===== config.mk =====
export PLATFORM = sky130hd
export DESIGN_NAME = simd_signed_pipe
export DESIGN_NICKNAME = d
export VERILOG_FILES = /design/src/rtl/simd_signed_pipe.sv
export SDC_FILE = /design/constraint.sdc
export NUM_CORES = 1
export LEC_CHECK = 0
export CORE_AREA = 3 3 127 129
export DETAILED_ROUTE_END_ITERATION = 10
export DIE_AREA = 0 0 130 132
export GPL_ROUTABILITY_DRIVEN = 0
export PLACE_DENSITY = 0.89
export SLEW_MARGIN = 10
export SYNTH_ARGS = -nofsm -noshare
export SYNTH_HDL_FRONTEND = slang
export SYNTH_SLANG_ARGS = --single-unit

===== constraint.sdc =====
create_clock -name clk -period 13.3 [get_ports clk]
set_clock_uncertainty 0.05 [all_clocks]
set_input_delay 1.33 -clock clk [delete_from_list [all_inputs] [get_ports clk]]
set_output_delay 1.33 -clock clk [all_outputs]
set_load 0.01 [all_outputs]

===== src/rtl/simd_signed_pipe.sv =====
// simd_signed_pipe: two-stage SIMD sign-manipulation unit.
// Each SEW-sized element of opA can be conditionally negated, made absolute,
// negated unconditionally or passed through. The negation is split as
// invert (stage 1) plus a per-element segmented increment (stage 2).
// Elements equal to the most-negative value overflow on negation. They are
// flagged on every slice and can optionally saturate to the most-positive value.
//
// Handshake: a beat transfers on a rising edge where valid && ready are both
// high. The producer may drop valid at any time. The unit holds result, ovf and
// sew_err stable while out_valid && !out_ready. in_ready depends
// combinationally on out_ready, because there is no skid buffer.
`timescale 1ns/1ps
module simd_signed_pipe #(
    parameter int MIN_WIDTH = 8,
    parameter int MAX_WIDTH = 64,
    parameter int SEW_WIDTH = $clog2(MAX_WIDTH / MIN_WIDTH) + 1
) (
    input  logic                           clk,
    input  logic                           rst_n,
    input  logic                           flush,
    input  logic                           in_valid,
    output logic                           in_ready,
    input  logic [SEW_WIDTH-1:0]           sew,
    input  logic [1:0]                     mode,
    input  logic                           sat_en,
    input  logic [MAX_WIDTH-1:0]           opA,
    input  logic [MAX_WIDTH/MIN_WIDTH-1:0] change,
    output logic                           out_valid,
    input  logic                           out_ready,
    output logic [MAX_WIDTH-1:0]           result,
    output logic [MAX_WIDTH/MIN_WIDTH-1:0] ovf,
    output logic                           sew_err
);

    localparam int RATIO = MAX_WIDTH / MIN_WIDTH;
    localparam int IW    = (RATIO > 1) ? $clog2(RATIO) : 1;

    localparam logic [1:0] MODE_COND = 2'b00;
    localparam logic [1:0] MODE_ABS  = 2'b01;
    localparam logic [1:0] MODE_NEG  = 2'b10;
    localparam logic [1:0] MODE_PASS = 2'b11;

    localparam logic [MIN_WIDTH-1:0] SLICE_MIN = {1'b1, {(MIN_WIDTH-1){1'b0}}};
    localparam logic [MIN_WIDTH-1:0] SLICE_MAX = {1'b0, {(MIN_WIDTH-1){1'b1}}};

    // Handshake
    logic s1_valid;
    logic s2_advance;
    logic s1_advance;
    logic accept;

    assign s2_advance = !out_valid || out_ready;
    assign s1_advance = !s1_valid || s2_advance;
    assign in_ready   = s1_advance;
    assign accept     = in_valid && in_ready && !flush;

    // Decode / stage-1 combinational
    logic                 sew_bad;
    logic [1:0]           mode_eff;
    logic [IW-1:0]        elem_mask;   // slice-index bits that vary inside one element
    logic [IW-1:0]        slice_lsb [RATIO];
    logic [IW-1:0]        slice_msb [RATIO];
    logic [RATIO-1:0]     slice_sign;
    logic [RATIO-1:0]     slice_ok;    // slice matches its part of the min-value pattern
    logic [RATIO-1:0]     slice_neg;
    logic [RATIO-1:0]     elem_is_min;
    logic [MAX_WIDTH-1:0] s1_data_d;
    logic [RATIO-1:0]     s1_cin_d;
    logic [RATIO-1:0]     s1_link_d;   // slice receives carry from the slice below
    logic [RATIO-1:0]     s1_top_d;    // slice holds its element's MSB
    logic [RATIO-1:0]     s1_min_d;

    // Stage-1 registers
    logic [MAX_WIDTH-1:0] s1_data;
    logic [RATIO-1:0]     s1_cin;
    logic [RATIO-1:0]     s1_link;
    logic [RATIO-1:0]     s1_top;
    logic [RATIO-1:0]     s1_min;
    logic                 s1_sat;
    logic                 s1_err;

    // Stage-2 combinational
    logic [MAX_WIDTH-1:0] s2_result_d;
    logic [MIN_WIDTH:0]   slice_sum;
    logic                 cin_sel;
    logic                 carry;

    // Decode element width; an illegal sew falls back to full width in pass mode
    always_comb begin
        sew_bad   = !$onehot(sew);
        mode_eff  = sew_bad ? MODE_PASS : mode;
        elem_mask = IW'(RATIO - 1);
        for (int i = 0; i < SEW_WIDTH; i++) begin
            if (sew[i] && !sew_bad) elem_mask = IW'((RATIO >> i) - 1);
        end
    end

    // Locate the lowest and highest slice of the element owning each slice
    always_comb begin
        for (int s = 0; s < RATIO; s++) begin
            slice_lsb[s] = IW'(s) & ~elem_mask;
            slice_msb[s] = IW'(s) | elem_mask;
        end
    end

    // Per-slice boundary masks, sign bits and min-value pattern match
    always_comb begin
        slice_sign = '0;
        slice_ok   = '0;
        s1_link_d  = '0;
        s1_top_d   = '0;
        for (int s = 0; s < RATIO; s++) begin
            slice_sign[s] = opA[s*MIN_WIDTH + MIN_WIDTH - 1];
            s1_top_d[s]   = (IW'(s) == slice_msb[s]);
            s1_link_d[s]  = (IW'(s) != slice_lsb[s]);
            slice_ok[s]   = s1_top_d[s] ? (opA[s*MIN_WIDTH +: MIN_WIDTH] == SLICE_MIN)
                                        : (opA[s*MIN_WIDTH +: MIN_WIDTH] == '0);
        end
    end

    // Negate decision, inversion, carry-in injection and overflow detection
    always_comb begin
        slice_neg   = '0;
        elem_is_min = '0;
        s1_data_d   = '0;
        s1_cin_d    = '0;
        s1_min_d    = '0;
        for (int s = 0; s < RATIO; s++) begin
            case (mode_eff)
                MODE_COND: slice_neg[s] = change[slice_msb[s]];
                MODE_ABS:  slice_neg[s] = slice_sign[slice_msb[s]];
                MODE_NEG:  slice_neg[s] = 1'b1;
                default:   slice_neg[s] = 1'b0;
            endcase
            elem_is_min[s] = 1'b1;
            for (int t = 0; t < RATIO; t++) begin
                if ((IW'(t) >= slice_lsb[s]) && (IW'(t) <= slice_msb[s]))
                    elem_is_min[s] = elem_is_min[s] & slice_ok[t];
            end
            s1_data_d[s*MIN_WIDTH +: MIN_WIDTH] = slice_neg[s] ? ~opA[s*MIN_WIDTH +: MIN_WIDTH]
                                                               :  opA[s*MIN_WIDTH +: MIN_WIDTH];
            s1_cin_d[s] = slice_neg[s] & ~s1_link_d[s];
            s1_min_d[s] = slice_neg[s] & elem_is_min[s];
        end
    end

    // Stage 1: capture the inverted operand and per-slice control on accept
    always_ff @(posedge clk or negedge rst_n) begin
        if (!rst_n) begin
            s1_valid <= 1'b0;
            s1_data  <= '0;
            s1_cin   <= '0;
            s1_link  <= '0;
            s1_top   <= '0;
            s1_min   <= '0;
            s1_sat   <= 1'b0;
            s1_err   <= 1'b0;
        end else begin
            if (flush)
                s1_valid <= 1'b0;
            else if (s1_advance)
                s1_valid <= in_valid;
            if (accept) begin
                s1_data <= s1_data_d;
                s1_cin  <= s1_cin_d;
                s1_link <= s1_link_d;
                s1_top  <= s1_top_d;
                s1_min  <= s1_min_d;
                s1_sat  <= sat_en;
                s1_err  <= sew_bad;
            end
        end
    end

    // Segmented increment; the carry chain restarts at each element's low slice
    always_comb begin
        s2_result_d = '0;
        slice_sum   = '0;
        cin_sel     = 1'b0;
        carry       = 1'b0;
        for (int s = 0; s < RATIO; s++) begin
            cin_sel   = s1_link[s] ? carry : s1_cin[s];
            slice_sum = {1'b0, s1_data[s*MIN_WIDTH +: MIN_WIDTH]} + {{MIN_WIDTH{1'b0}}, cin_sel};
            carry     = slice_sum[MIN_WIDTH];
            if (s1_min[s] && s1_sat)
                s2_result_d[s*MIN_WIDTH +: MIN_WIDTH] = s1_top[s] ? SLICE_MAX : '1;
            else
                s2_result_d[s*MIN_WIDTH +: MIN_WIDTH] = slice_sum[MIN_WIDTH-1:0];
        end
    end

    // Stage 2: output register, held while the consumer stalls
    always_ff @(posedge clk or negedge rst_n) begin
        if (!rst_n) begin
            out_valid <= 1'b0;
            result    <= '0;
            ovf       <= '0;
            sew_err   <= 1'b0;
        end else if (flush) begin
            out_valid <= 1'b0;
        end else if (s2_advance) begin
            out_valid <= s1_valid;
            if (s1_valid) begin
                result  <= s2_result_d;
                ovf     <= s1_min;
                sew_err <= s1_err;
            end
        end
    end

endmodule


# After elaboration in Yosys (flattened, before gate mapping)
# Cells that the tools add are included.
# word_totals
register_bits,172
latchBits,0
ram_bits,0
mem_bits_ro,0
output_inout_bits,75
wordCells,476
n_memories,0
# op_classes
addsub,11
multipliers,0
div,0
order_cmp,119
n_eq_ne,15
shifts,0
n_mux,146
bitwise,91
reduce_logical,82
# op_table
op,count
8-bit two-way mux,24
1-bit two-way mux,102
3-bit less-or-equal comparator (first input constant),28
1-bit AND,71
8-bit equality test (second input constant),8
8-bit NOT,8
8-bit by 1-bit adder with 9-bit output,7
1-bit logical AND,61
8-bit logical NOT,7
3-bit greater-or-equal comparator (first input constant),16
1-bit by 3-bit less-or-equal comparator with 1-bit output (first input constant),14
2-bit by 3-bit less-or-equal comparator with 1-bit output (first input constant),14
3-bit by 4-bit less-than comparator with 1-bit output (second input constant),7
1-bit by 3-bit greater-or-equal comparator with 1-bit output (first input constant),8
2-bit by 3-bit greater-or-equal comparator with 1-bit output (first input constant),8
3-bit by 2-bit greater-or-equal comparator with 1-bit output (first input constant),8
1-bit one-hot mux with 3 select lines,8
1-bit binary-select mux with 2-bit select,6
3-bit by 1-bit greater-or-equal comparator with 1-bit output (first input constant),4
1-bit NOT,11
3-bit two-way mux,3
8-bit by 1-bit adder with 8-bit output,1
1-bit by 2-bit greater-or-equal comparator with 1-bit output (first input constant),4
2-bit greater-or-equal comparator (first input constant),4
other kinds (18),32

# Depth between registers and ports, before layout
# logic_depth
depth_word,26
depth_mapped,43

# Least setup slack after synthesis
# No wires, ideal clock.
# synth_timing
path_type,register to register
startpoint,register s1_data[0]
endpoint,register result[63]
setup_time_ns,0.083
t_arrival_ns,6.845
required_time_ns,13.167
path_slack_ns,6.322
path_stages_with_launch,44
n_path_buf,0
period_less_slack_ns,6.978
cell_sequence,dfrtp_1 -> ha_1 -> ha_1 -> and3_1 -> nand3_1 -> o22ai_1 -> ha_1 -> ha_1 -> and3_1 -> and3_1 -> nand4_1 -> o21ai_0 -> ha_1 -> ha_1 -> nand3_1 -> o22ai_1 -> ha_1 -> ha_1 -> [... 8 more ...] -> o21ai_0 -> ha_1 -> ha_1 -> and3_1 -> nand3_1 -> o22ai_1 -> ha_1 -> ha_1 -> and3_1 -> nand3_1 -> o22ai_1 -> ha_1 -> and3_1 -> and3_1 -> nand3_1 -> xnor2_1 -> a21oi_1 -> o21ai_0
# synth_between
elab_chain_cells,16
# synth_rtl
item,line,source
from (decl),74,logic [MAX_WIDTH-1:0] s1_data;
from (signal assigned),164,s1_data <= s1_data_d;
8-bit by 1-bit adder with 9-bit output,183,"slice_sum = {1'b0, s1_data[s*MIN_WIDTH +: MIN_WIDTH]} + {{MIN_WIDTH{1'b0}}, cin_sel};"
1-bit two-way mux,182,cin_sel = s1_link[s] ? carry : s1_cin[s];
8-bit by 1-bit adder with 9-bit output,183,
1-bit two-way mux,182,
8-bit by 1-bit adder with 9-bit output,183,
1-bit two-way mux,182,
8-bit by 1-bit adder with 9-bit output,183,
1-bit two-way mux,182,
8-bit by 1-bit adder with 9-bit output,183,
1-bit two-way mux,182,
8-bit by 1-bit adder with 9-bit output,183,
1-bit two-way mux,182,
8-bit by 1-bit adder with 9-bit output,183,
1-bit two-way mux,182,
8-bit by 1-bit adder with 8-bit output,183,
8-bit two-way mux,185,if (s1_min[s] && s1_sat)
to (signal assigned),204,result <= s2_result_d;
to (decl),30,"output logic [MAX_WIDTH-1:0] result,"
# No other way between the ends.
# A chain may end at the register's enable or synchronous reset.

# Worst setup path after layout
# Same ends and word-level chain as after synthesis.

==> summary.txt <==
Final nets: 1173
Worst R2R End: result[63]
Clk Latency, worst-skew pair: 430 ps
Most area-hungry cell type in the Yosys netlist: dfrtp_1
Setup bufs post-CTS: 0
Crit-path max FO: 3
Mean post-synth cell area: 9.195 um2
Number of max-cap violations: 0
Sw Ratio: 29.16%
Fin util: 72.14%
Pins Over Slew Limit: 0
Clock share of power: 32.6%
Total die area: 17160 um2
CTS Buf Count: 17
Area grow syn2layout: 26.81%
Fillers: 1100
I/O pins: 159
Hold endpoint: sew_err
HP Class: register to register
Setup Crit Path Kind: register to register
Resized Gates After CTS: 0
Remaining global-route overflow: 0
Measured slew at the worst slew-check pin: 1122 ps
Top cell type's share of synthesized area: 48.21%
Sinks on the clock net: 166
Detailed Place HPWL: 16140 um
Outcome: finished clean
Starting Density: 56.89%
Hold slack: 422.7 ps
P_sw: 0.0004612 W
CP Launch Type: register
Tot GR Track Use: 27.20%
Max transition margin: 24.94%
FF-to-FF path depth: 43
Period utilization: 60.97%
Placement Setup Slack: 5432 ps
Largest net degree at the start of global routing: 94
Post-route ant nets: 0
Pleak: 4.604 nW
TritonRoute pass-1 iters: 5
Fin Setup TNS: 0 ps
Vias: 7430
Clock buffer depth: 2
H-tree depth: 4
CP arrival: 8350 ps
Logic pwr share: 24.7%
Synth top area cells: dfrtp_1 (48%), nand2_1 (6.9%), xnor2_1 (6.6%)
#FFs+latches synth: 166
Root Driver: clkbuf_16
Synth Flop Type: dfrtp_1
Ys Warns: 0
Die Wd: 130 um
Minimum clock period: 8109 ps
Final Hold Viols: 0
Peak Freq: 123.3 MHz
Initial DRC count: 800
Drt wl/cell: 17.95 um
Vert. Die Dim: 132 um
FFs w/ async S/R, synth: 100.0%
Slowest stage cell, crit path: dfrtp_1
First-pass GRT wire length: 36800 um
Internal power: 0.001120 W
Syn Std Cell Area: 8616 um2
FP Rows: 45
Share of power burned in registers: 42.8%
Share of cells above drive strength 1: 5.545%
DRC: 0
Min-delay src: s1_err
EDFF count, synth: 0
Critical Path Max Stage Delay: 370 ps
P per Cell Area: 144.8 nW/um2
RR Startpoint: s1_data[0]
Unrepaired setup endpoints after global routing: false
Vias in the first global route: 7244
Vias/cell: 5.850
Post-synthesis net count: 1040
Critical Path Sink Type: register
Cts hold-fix bufs: 0
CTS tree: yes
Final setup fails: 0
WHS Path Cells: 2
Flop-to-flop setup slack: 5190 ps
PortBufs: 158
Ant diodes: 0
Clock-pin slew on the worst setup and hold paths: 60 ps
Maximum vdd drop: 97.22 uV
Synth cell types: 63
PnR worst setup slack: 5191 ps
Initial antenna violation count: 0
Post-synthesis cell count: 937
Seq/Total Area, Yosys: 48.21%
Worst path required time: 13540 ps
Core footprint: 15150 um2
WL final: 22800 um
CP most frequent cell: ha_1
[worst max path at each step]
stage	startpoint	end	slack (ps)	cells after the start
after detailed placement	s1_data[0]	result[63]	5430	43
after global placement	s1_data[0]	result[63]	5810	43
after CTS	s1_data[0]	result[63]	5210	43
final	s1_data[0]	result[63]	5190	43
after global routing	s1_data[0]	result[63]	4490	43
after floorplan	s1_data[0]	result[63]	6320	43
[power by group through the flow]
stage	combinational, W	clock, W	sequential [W]
2_1_floorplan	0.000182	0	0.000687
3_3_place_gp	0.000376	0	0.000677
3_5_place_dp	0.000390	0	0.000684
4_1_cts	0.000393	0.000519	0.000676
5_1_grt	0.000430	0.000541	0.000688
6_report	0.000390	0.000515	0.000677
[metrics by stage]
step | total power (W) | instances | instance area [um2]
floorplan | 0.0008683 | 937 | 8616
global placement | 0.001053 | 1239 | 10310
detailed placement | 0.001073 | 1239 | 10310
CTS | 0.001588 | 1270 | 10930
global route | 0.001659 | 1270 | 10930
finish | 0.001582 | 1270 | 10930
[sequential cells by signal, indices dropped and copies added (netlist names)]
register and flops:
out_valid 1, ovf 8, result 64, s1_cin 8
s1_data 64, s1_err 1, s1_link 4, s1_min 8
s1_sat 1, s1_top 5, s1_valid 1, sew_err 1
[layer usage]
metal	up-vias	track usage, %	part of all wire, %	wire [um]
met3	46	5.389	7.6	1726
met4	0	9.815	2.2	504
met5	-	0	0	0
met2	310	43.67	49	11100
met1	3551	36.72	42	9465
li1	3523	-	-	-
[layout by cell type (no fill, tap or decap), types with 2 or more instances in the layout]
master           netlist  routed
dfrtp_1              166     166
nand2_1              159     159
clkdlybuf4s50_1        0     157
o21ai_0              101     101
nor2_1                71      71
xnor2_1               65      65
xor2_1                48      48
a31oi_1               40      40
a21oi_1               36      36
and3_1                27      27
nand3_1               23      23
ha_1                  18      18
clkbuf_16              0      17
inv_1                 15      15
o22ai_1               10      10
nor4_1                10      10
buf_4                  3       9
nand4_1                8       8
o21ai_1                8       8
nor3_1                 7       7
and2_1                 5       5
a21o_1                 5       5
clkinv_2               0       5
nor2b_1                4       4
or3_1                  4       4
mux2_2                 4       4
mux2i_1                4       4
bufinv_16              0       4
nor3b_2                1       3
or4_1                  3       3
o21a_1                 2       2
o41ai_1                2       2
o311ai_2               0       2
or3b_2                 2       2
a211oi_2               1       2
nor4b_1                2       2
a22o_1                 2       2
clkbuf_8               0       2
clkbuf_1              38       2
[critical path, delay by kind of cell, from the launching register on]
family / cells / cell delay [ps]
AND/OR/NAND/NOR: 18 / 3050
adder cells (fa/ha/maj): 15 / 2930
flip-flops: 1 / 370
XOR/XNOR: 1 / 140
AO/OA/AOI/OAI: 9 / 1430
[cell families after synthesis]
group / count (synthesis) / share of synthesized area, %
buf+inv: 68 / 3.282
compound gates: 225 / 15.15
mux: 8 / 0.9875
xor+xnor: 114 / 11.68
simple gates: 337 / 17.85
flops: 166 / 48.21
fa+ha+maj: 19 / 2.846
[area by class of cell]
class | instances | area, um2 | share of cell area, %
timing repair buffer | 167 | 1650 | 15.11
multi-input combinational | 703 | 4217 | 38.59
sequential | 166 | 4154 | 38.02
clock inverter | 10 | 152.6 | 1.397
tap | 188 | 235.2 | 2.153
inverter | 15 | 56.30 | 0.5153
clock buffer | 21 | 460.4 | 4.214
[cells in the mapped netlist, drive strengths merged, types with 4 or more instances]
cell type	n
nand2	159
dfrtp	166
nor2b	4
nand3	23
a21o	5
buf	14
xnor2	65
o21ai	109
a21oi	36
nor3	7
o22ai	10
nor3b	4
or3	4
and2	5
nor4	11
clkbuf	39
mux2	4
nor2	72
mux2i	4
inv	15
xor2	49
nand4	8
and3	27
a31oi	40
ha	18
No activity file was read; power rests on OpenSTA's default activity.
